--- src/rtl/ca_search_sequencer.sv ---
// ca_search_sequencer
// -------------------
// Runs a serial code-phase search for one PRN. For each bin it programs a
// code-shift target into the C/A upsampler seek port and waits for the seek
// to finish. It then clears the correlator, dwells for DWELL input samples,
// dumps the correlator and keeps the strongest bin seen so far.
//
// Optional feature macro: CA_SEARCH_THRESH_EN
//   defined   - a bin whose power reaches `threshold` ends the search early
//               and raises `found`.
//   undefined - `threshold` is ignored, `found` is tied to 0 and every bin
//               is visited.
//
// Ports
//   clk, reset_n        system clock, synchronous active-low reset
//   start, abort        one-cycle search request (IDLE only) / cancel
//   prn_in, start_shift, num_bins
//                       search setup, latched on start (num_bins 0 -> 1)
//   threshold           early-stop power level (feature build only)
//   sample_valid        upsampler sample strobe, counted during DWELL
//   seeking             upsampler seek-in-progress flag
//   corr_power(_valid)  correlator result, accepted only in WAIT_RES
//   prn, seek_en, seek_target
//                       upsampler control
//   corr_clear, corr_dump
//                       one-cycle correlator controls
//   busy, done, found   status (done is a one-cycle pulse)
//   best_shift, best_power
//                       peak bin result, held until the next start
module ca_search_sequencer #(
    parameter int CODE_LEN = 16800,
    parameter int STEP     = 8,
    parameter int DWELL    = 16800
) (
    input  logic        clk,
    input  logic        reset_n,
    input  logic        start,
    input  logic        abort,
    input  logic [4:0]  prn_in,
    input  logic [14:0] start_shift,
    input  logic [11:0] num_bins,
    input  logic [31:0] threshold,
    input  logic        sample_valid,
    input  logic        seeking,
    input  logic [31:0] corr_power,
    input  logic        corr_power_valid,
    output logic [4:0]  prn,
    output logic        seek_en,
    output logic [14:0] seek_target,
    output logic        corr_clear,
    output logic        corr_dump,
    output logic        busy,
    output logic        done,
    output logic        found,
    output logic [14:0] best_shift,
    output logic [31:0] best_power
);

    localparam int              DCW        = (DWELL > 1) ? $clog2(DWELL) : 1;
    localparam logic [DCW-1:0]  DWELL_LAST = DCW'(DWELL - 1);
    localparam logic [15:0]     STEP16     = 16'(STEP);
    localparam logic [15:0]     CODE16     = 16'(CODE_LEN);

    typedef enum logic [2:0] {
        S_IDLE,
        S_SEEK,
        S_SETTLE,
        S_DWELL,
        S_DUMP,
        S_WAIT_RES,
        S_NEXT,
        S_DONE
    } state_t;

    state_t          state_q;
    logic [4:0]      prn_q;
    logic            seek_en_q;
    logic [14:0]     seek_target_q;
    logic            corr_clear_q;
    logic            corr_dump_q;
    logic            busy_q;
    logic            done_q;
    logic            found_q;
    logic [14:0]     best_shift_q;
    logic [31:0]     best_power_q;
    logic [11:0]     bin_cnt_q;
    logic [11:0]     last_bin_q;
    logic            seek_first_q;
    logic            settle_cnt_q;
    logic [DCW-1:0]  dwell_cnt_q;

    // Next bin's code shift. The sum of two values below CODE_LEN fits in
    // 16 bits, so a single conditional subtract performs the modulo.
    logic [15:0]     tgt_sum_d;
    logic [14:0]     tgt_next_d;
    logic [11:0]     last_bin_d;
    logic            thresh_hit_d;

    always_comb begin
        tgt_sum_d  = {1'b0, seek_target_q} + STEP16;
        tgt_next_d = tgt_sum_d[14:0];
        if (tgt_sum_d >= CODE16) begin
            tgt_next_d = 15'(tgt_sum_d - CODE16);
        end
    end

    // A request for zero bins still searches one bin.
    assign last_bin_d = (num_bins == 12'd0) ? 12'd0 : (num_bins - 12'd1);

`ifdef CA_SEARCH_THRESH_EN
    assign thresh_hit_d = (corr_power >= threshold);
    assign found        = found_q;
`else
    assign thresh_hit_d = 1'b0;
    assign found        = 1'b0;
    logic unused_thresh;
    assign unused_thresh = found_q ^ (^threshold);
`endif

    always_ff @(posedge clk) begin
        if (!reset_n) begin
            state_q       <= S_IDLE;
            prn_q         <= '0;
            seek_en_q     <= 1'b0;
            seek_target_q <= '0;
            corr_clear_q  <= 1'b0;
            corr_dump_q   <= 1'b0;
            busy_q        <= 1'b0;
            done_q        <= 1'b0;
            found_q       <= 1'b0;
            best_shift_q  <= '0;
            best_power_q  <= '0;
            bin_cnt_q     <= '0;
            last_bin_q    <= '0;
            seek_first_q  <= 1'b0;
            settle_cnt_q  <= 1'b0;
            dwell_cnt_q   <= '0;
        end else if (abort && (state_q != S_IDLE)) begin
            // Cancel without a done pulse; results keep their partial values.
            state_q      <= S_IDLE;
            seek_en_q    <= 1'b0;
            corr_clear_q <= 1'b0;
            corr_dump_q  <= 1'b0;
            busy_q       <= 1'b0;
            done_q       <= 1'b0;
        end else begin
            corr_clear_q <= 1'b0;
            corr_dump_q  <= 1'b0;
            done_q       <= 1'b0;
            case (state_q)
                S_IDLE: begin
                    if (start) begin
                        prn_q         <= prn_in;
                        seek_target_q <= start_shift;
                        best_shift_q  <= start_shift;
                        best_power_q  <= '0;
                        found_q       <= 1'b0;
                        bin_cnt_q     <= '0;
                        last_bin_q    <= last_bin_d;
                        seek_en_q     <= 1'b1;
                        seek_first_q  <= 1'b1;
                        busy_q        <= 1'b1;
                        state_q       <= S_SEEK;
                    end
                end
                S_SEEK: begin
                    // The upsampler has not seen seek_en yet on the first
                    // cycle, so its seeking flag is stale there.
                    if (seek_first_q) begin
                        seek_first_q <= 1'b0;
                    end else if (!seeking) begin
                        seek_en_q    <= 1'b0;
                        settle_cnt_q <= 1'b0;
                        state_q      <= S_SETTLE;
                    end
                end
                S_SETTLE: begin
                    // Two cycles for the upsampler output pipeline to drain.
                    if (settle_cnt_q) begin
                        corr_clear_q <= 1'b1;
                        dwell_cnt_q  <= '0;
                        state_q      <= S_DWELL;
                    end else begin
                        settle_cnt_q <= 1'b1;
                    end
                end
                S_DWELL: begin
                    if (sample_valid) begin
                        if (dwell_cnt_q == DWELL_LAST) begin
                            corr_dump_q <= 1'b1;
                            state_q     <= S_DUMP;
                        end else begin
                            dwell_cnt_q <= dwell_cnt_q + 1'b1;
                        end
                    end
                end
                S_DUMP: begin
                    state_q <= S_WAIT_RES;
                end
                S_WAIT_RES: begin
                    if (corr_power_valid) begin
                        if (thresh_hit_d) begin
                            found_q      <= 1'b1;
                            best_power_q <= corr_power;
                            best_shift_q <= seek_target_q;
                            done_q       <= 1'b1;
                            state_q      <= S_DONE;
                        end else begin
                            // Strictly greater: the earliest of equal peaks wins.
                            if (corr_power > best_power_q) begin
                                best_power_q <= corr_power;
                                best_shift_q <= seek_target_q;
                            end
                            state_q <= S_NEXT;
                        end
                    end
                end
                S_NEXT: begin
                    if (bin_cnt_q == last_bin_q) begin
                        done_q  <= 1'b1;
                        state_q <= S_DONE;
                    end else begin
                        seek_target_q <= tgt_next_d;
                        bin_cnt_q     <= bin_cnt_q + 12'd1;
                        seek_en_q     <= 1'b1;
                        seek_first_q  <= 1'b1;
                        state_q       <= S_SEEK;
                    end
                end
                S_DONE: begin
                    busy_q  <= 1'b0;
                    state_q <= S_IDLE;
                end
                default: begin
                    busy_q    <= 1'b0;
                    seek_en_q <= 1'b0;
                    state_q   <= S_IDLE;
                end
            endcase
        end
    end

    assign prn         = prn_q;
    assign seek_en     = seek_en_q;
    assign seek_target = seek_target_q;
    assign corr_clear  = corr_clear_q;
    assign corr_dump   = corr_dump_q;
    assign busy        = busy_q;
    assign done        = done_q;
    assign best_shift  = best_shift_q;
    assign best_power  = best_power_q;

endmodule

--- config.mk ---
export PLATFORM = sky130hd
export DESIGN_NAME = ca_search_sequencer
export DESIGN_NICKNAME = d
export VERILOG_FILES = /design/src/rtl/ca_search_sequencer.sv
export SDC_FILE = /design/constraint.sdc
export NUM_CORES = 1
export LEC_CHECK = 0
export CORE_MARGIN = 4
export CORE_UTILIZATION = 30
export DETAILED_ROUTE_END_ITERATION = 6
export GPL_TIMING_DRIVEN = 0
export PLACE_DENSITY = 0.52
export SLEW_MARGIN = 25
export SYNTH_ARGS = -nofsm -noshare
export SYNTH_HDL_FRONTEND = slang
export SYNTH_SLANG_ARGS = --single-unit
--- constraint.sdc ---
create_clock -name clk -period 7.72 [get_ports clk]
set_input_delay 0.772 -clock clk [delete_from_list [all_inputs] [get_ports clk]]
set_output_delay 0.772 -clock clk [all_outputs]
set_load 0.02 [all_outputs]
# == Word-level counts from Yosys, hierarchy flattened ==
# Index checks and enable logic that the tools add are counted.
# totals
out_inout_bits,73
reg_bits,116
in_bits,103
# classes
bitwise,6
n_lt_le_gt_ge,2
n_addsub,5
eq_ne,19
n_reduce_logical,23
muxes,39
# ops
cell,count
two-way mux 15 bit,8
two-way mux 32 bit,3
case mux 15 bit (2 select lines),3
case mux 32 bit (2 select lines),1
two-way mux 12 bit,3
greater-than comparator 32 bit,1
two-way mux 3 bit,8
case mux 12 bit (2 select lines),1
case mux 3 bit (8 select lines),1
"inequality test 2 bit, second input constant",10
"adder 15 x 4 -> 16 bit, second input constant",1
">= comparator 16 x 15 -> 1 bit, second input constant",1
"adder 15 x 1 -> 15 bit, second input constant",1
"== test 15 bit, second input constant",1
AND reduction 5 bit,3
"subtractor 15 bit, second input constant",1
"adder 12 x 1 -> 12 bit, second input constant",1
== test 12 bit,1
"== test 3 bit, second input constant",4
logical NOT 12 bit,1
AND reduction 4 bit,3
"subtractor 12 x 1 -> 12 bit, second input constant",1
nonzero test 2 bit,5
two-way mux 1 bit,7
14 further kinds,24

# == Longest topological paths before layout ==
# logic_depth
depth_word,5
depth_mapped,11
depth_no_buf,9

# == Least setup slack after synthesis ==
# Ideal clock, no wire load.
# synth_timing
path_kind,input to register
startpoint,input port corr_power[5]
endpoint,"register best_shift_q[10], in the netlist best_shift[10]"
setup_slack_ns,4.858
stages,10
required_ns,7.648
t_arrival_ns,2.790
n_path_buf,2
path_cell_list,ha_1 -> a21o_1 -> a21o_1 -> a21o_1 -> a221oi_1 -> a311o_1 -> a21o_1 -> buf_2 -> buf_4 -> mux2i_1
# synth_between
elab_chain_len,3
# synth_lines
element,line,rtl
start: declaration,45,"input logic [31:0] corr_power,"
greater-than comparator 32 bit,210,if (corr_power > best_power_q) begin
inequality test 2 bit (no line),n/a,
AND reduction 5 bit (no line),n/a,
end signal: assignment,155,best_shift_q <= start_shift;
end signal: assignment,205,best_shift_q <= seek_target_q;
end signal: assignment,212,best_shift_q <= seek_target_q;
end: declaration,84,logic [14:0] best_shift_q;
# No other way between the ends.
# A chain may end at the register's enable or synchronous reset.

# == Worst setup path after layout ==
# layout_timing
startpoint,input port corr_power[5]
endpoint,"register best_power_q[10], in the netlist best_power[10]"
# layout_between
elab_chain_len,3
# layout_lines
element,line,rtl
greater-than comparator 32 bit,210,
inequality test 2 bit (no line),n/a,
AND reduction 5 bit (no line),n/a,
end signal: assignment,204,best_power_q <= corr_power;
end signal: assignment,211,best_power_q <= corr_power;
end: declaration,85,logic [31:0] best_power_q;
# No other way between the ends.

==> flow_metrics.tcl <==
set metrics [dict create \
    status "complete, no violations" \
    skew_ns 0.01030 \
    fp-row-count 56 \
    grt_overflow_total 0 \
    netlist_area_sq_um 7315 \
    wl_mm 24.46 \
    critPathBufInv 3 \
    yosysWarnings 0 \
    critPathMaxFanout 10 \
    yosys.cell_types.count 69 \
    wl_per_cell_um 16.57 \
    drt_iter0_markers 433 \
    grt_antenna_before_repair 0 \
    crit_path_max_incr_delay_ns 0.50 \
    crit_family "buffers and inverters" \
    max_freq_mhz 285.2 \
    seq_area_frac_synth_pct 31.75 \
    synth_nets 1124 \
    synthCells 984 \
    finalHoldViolations 0 \
    worstMarginPinSlew_ns 0.9333 \
    grt_pass1_vias 7048 \
    clockBufferDepth 2 \
    initial_core_util_pct 30.79 \
    criticalPathCategory "in2reg" \
    vias 7511 \
    path_clk_slew_ns 0.06 \
    stdcell_area_sq_um 9764 \
    endpoint_kind "flop" \
    gp_congestion 0.9018 \
    drt-pass1-iter-count 5 \
    cp-start-kind "input port" \
    synth_edf_count 0 \
    async_reset_ff_share_pct 0 \
    rsz0062_at_grt "false" \
    critPathSlowestCell "nor4_1" \
    nets 1284 \
    period_share_pct 45.42 \
    clockRootBuffer "clkbuf_16" \
    drv_slew 0 \
    synth_area_per_cell_sq_um 7.433 \
    setup_violations 0 \
    final_antenna_net_count 0 \
    crit_required_ns 8.01 \
    port_buffers 141 \
    crit_chain "clkdlybuf4s50_1, ha_1, nand4_1, nor4_1, nand3_1, a41oi_1, clkbuf_1, clkbuf_1, nor2_1, o21ai_0, a21oi_1" \
    coreArea_sq_um 23750 \
    hold_slack_ns 0.4560 \
    drive_above_1_share_pct 5.099 \
    clock_latency_ns 0.43 \
    cellPowerDensity_nw_per_um2 243.2 \
    setup_slack_ns 4.214 \
    cts_setup_buffers 0 \
    hpwl_mm 18.12 \
    crit_top_cell "clkbuf_1" \
    ctsResizeCount 0 \
    io-pin-count 176 \
    final_common_cell "nand2_1" \
    dieArea_sq_um 26940 \
    die_h_um 164.1 \
    grt_first_pass_wirelength_mm 38.27 \
    cts_made_buffers 17 \
    period_minus_slack_ns 3.506 \
    p_leak_nw 3.482 \
    slew_headroom_pct 37.55 \
    synth_top_area_share_pct 31.75 \
    worst_ep_arrival_time_ns 3.80 \
    clock_sinks 116 \
    drc_errors 0 \
    drt-vias-per-instance 5.089 \
    synth-main-ff-cell "dfxtp_1" \
    synth-seq-cells 116 \
    r2r_slack_ns 4.59 \
    yosys.area.top_type "dfxtp_1" \
    chipWidth_um 164.1 \
    grtUsageTotal_pct 17.96 \
    grt_max_degree 17 \
    most-common-layout-cells "nand2_1 (161), clkdlybuf4s50_1 (141), dfxtp_1 (116), nor2_1 (103), a21oi_1 (64)" \
    antenna-diode-count 0 \
    finalSetupTns_ns 0 \
    synth.area.top_cells "dfxtp_1 (32%), nand2_1 (8.3%), ha_1 (6.3%)" \
    tritoncts "done" \
    pre_cts_slack_ns 3.776 \
    holdBufCountCts 0 \
    syn_to_final_growth_pct 33.49 \
    h-tree-depth 4 \
    hp-class "reg2reg" \
    ir_drop_mv 0.1386 \
    maxCapViolations 0 \
    dpl_cell_area_sq_um 9125 \
]
## stage by stage
| step | power [mW] | util (%) | cells |
|---|---|---|---|
| after floorplan | 1.212 | - | 984 |
| after global placement | 1.510 | 38.42 | 1444 |
| after detailed placement | 1.512 | 38.42 | 1444 |
| after CTS | 2.392 | 41.11 | 1476 |
| after global routing | 2.499 | 41.11 | 1476 |
| final | 2.375 | 41.11 | 1476 |
## final cells by class
class                   instances  area, sq um
repair buffers                141         1411
clock buffers                  19        432.9
flip-flops and latches        116         2322
fillers                      2430        13990
multi-input cells             759         4554
well taps                     319        399.1
clock inverters                13        206.4
inverters                      44        165.2
plain buffers                  65        272.8
## synthesized netlist by cell type (all sizes together), types with 6 or more instances
library cell	instances
clkbuf	49
dfxtp	116
o211ai	6
a21o	12
or4	6
o21ai	50
xnor2	24
a21oi	65
nor2	103
a22oi	42
and3	7
nand2	161
nor3	57
inv	44
nand3	22
buf	16
nor3b	6
xor2	30
or3	12
nand4	14
a211oi	8
nor4	9
ha	37
nor2b	7
mux2i	18
## flip-flops by register name, summed over array words and instances (netlist names)
signal	cells
busy	1
corr_clear	1
seek_en	1
best_shift	15
dwell_cnt_q	15
prn	5
corr_dump	1
bin_cnt_q	12
best_power	32
done	1
settle_cnt_q	1
last_bin_q	12
seek_target	15
state_q	3
seek_first_q	1
## worst reg2reg max path, cell delays in order (launching register included)
cell and delay (ns):
dfxtp_1 0.37, inv_1 0.08, ha_1 0.30, nand4_1 0.13, nor4_1 0.50, nand3_1 0.18, a41oi_1 0.29, clkbuf_1 0.37
clkbuf_1 0.47, nor2_1 0.11, o21ai_0 0.11, a21oi_1 0.09
## report_power, final
group / switching [mW] / internal (mW) / total (mW)
combinational: 0.483 / 0.295 / 0.777
clock: 0.302 / 0.572 / 0.874
sequential: 0.0573 / 0.665 / 0.723
## logic make-up (layout without fill, tap and decap cells)
group / after synthesis / after routing / synth area share (%)
AOI/OAI and AO/OA: 220 / 220 / 19.53
other: 1 / 1 / 0.05127
xor gates and xnor gates: 54 / 54 / 6.466
DFF: 116 / 116 / 31.75
buffers and inverters: 109 / 282 / 5.987
adders and majority gates: 37 / 37 / 6.329
muxes: 19 / 19 / 2.617
and+or+nand+nor: 428 / 428 / 27.27
## final timing paths
path,start,cells past startpoint,to
worst max-delay path,corr_power[5],11,best_power[10]
worst min-delay path,prn[1],2,prn[1]
worst max register to register,best_power[5],11,best_power[10]
worst min register to register,prn[1],2,prn[1]
## layer usage
layer / track usage [%] / part of all wire [%] / routed length (um) / up-vias
met1: 25.27 / 48 / 11670 / 3491
met3: 3.287 / 5.4 / 1316 / 32
met2: 27.75 / 45 / 10960 / 207
met5: 0 / 0 / 0 / -
li1: - / - / - / 3781
met4: 5.795 / 2.1 / 519 / 0
No activity file was read; power rests on OpenSTA's default activity.
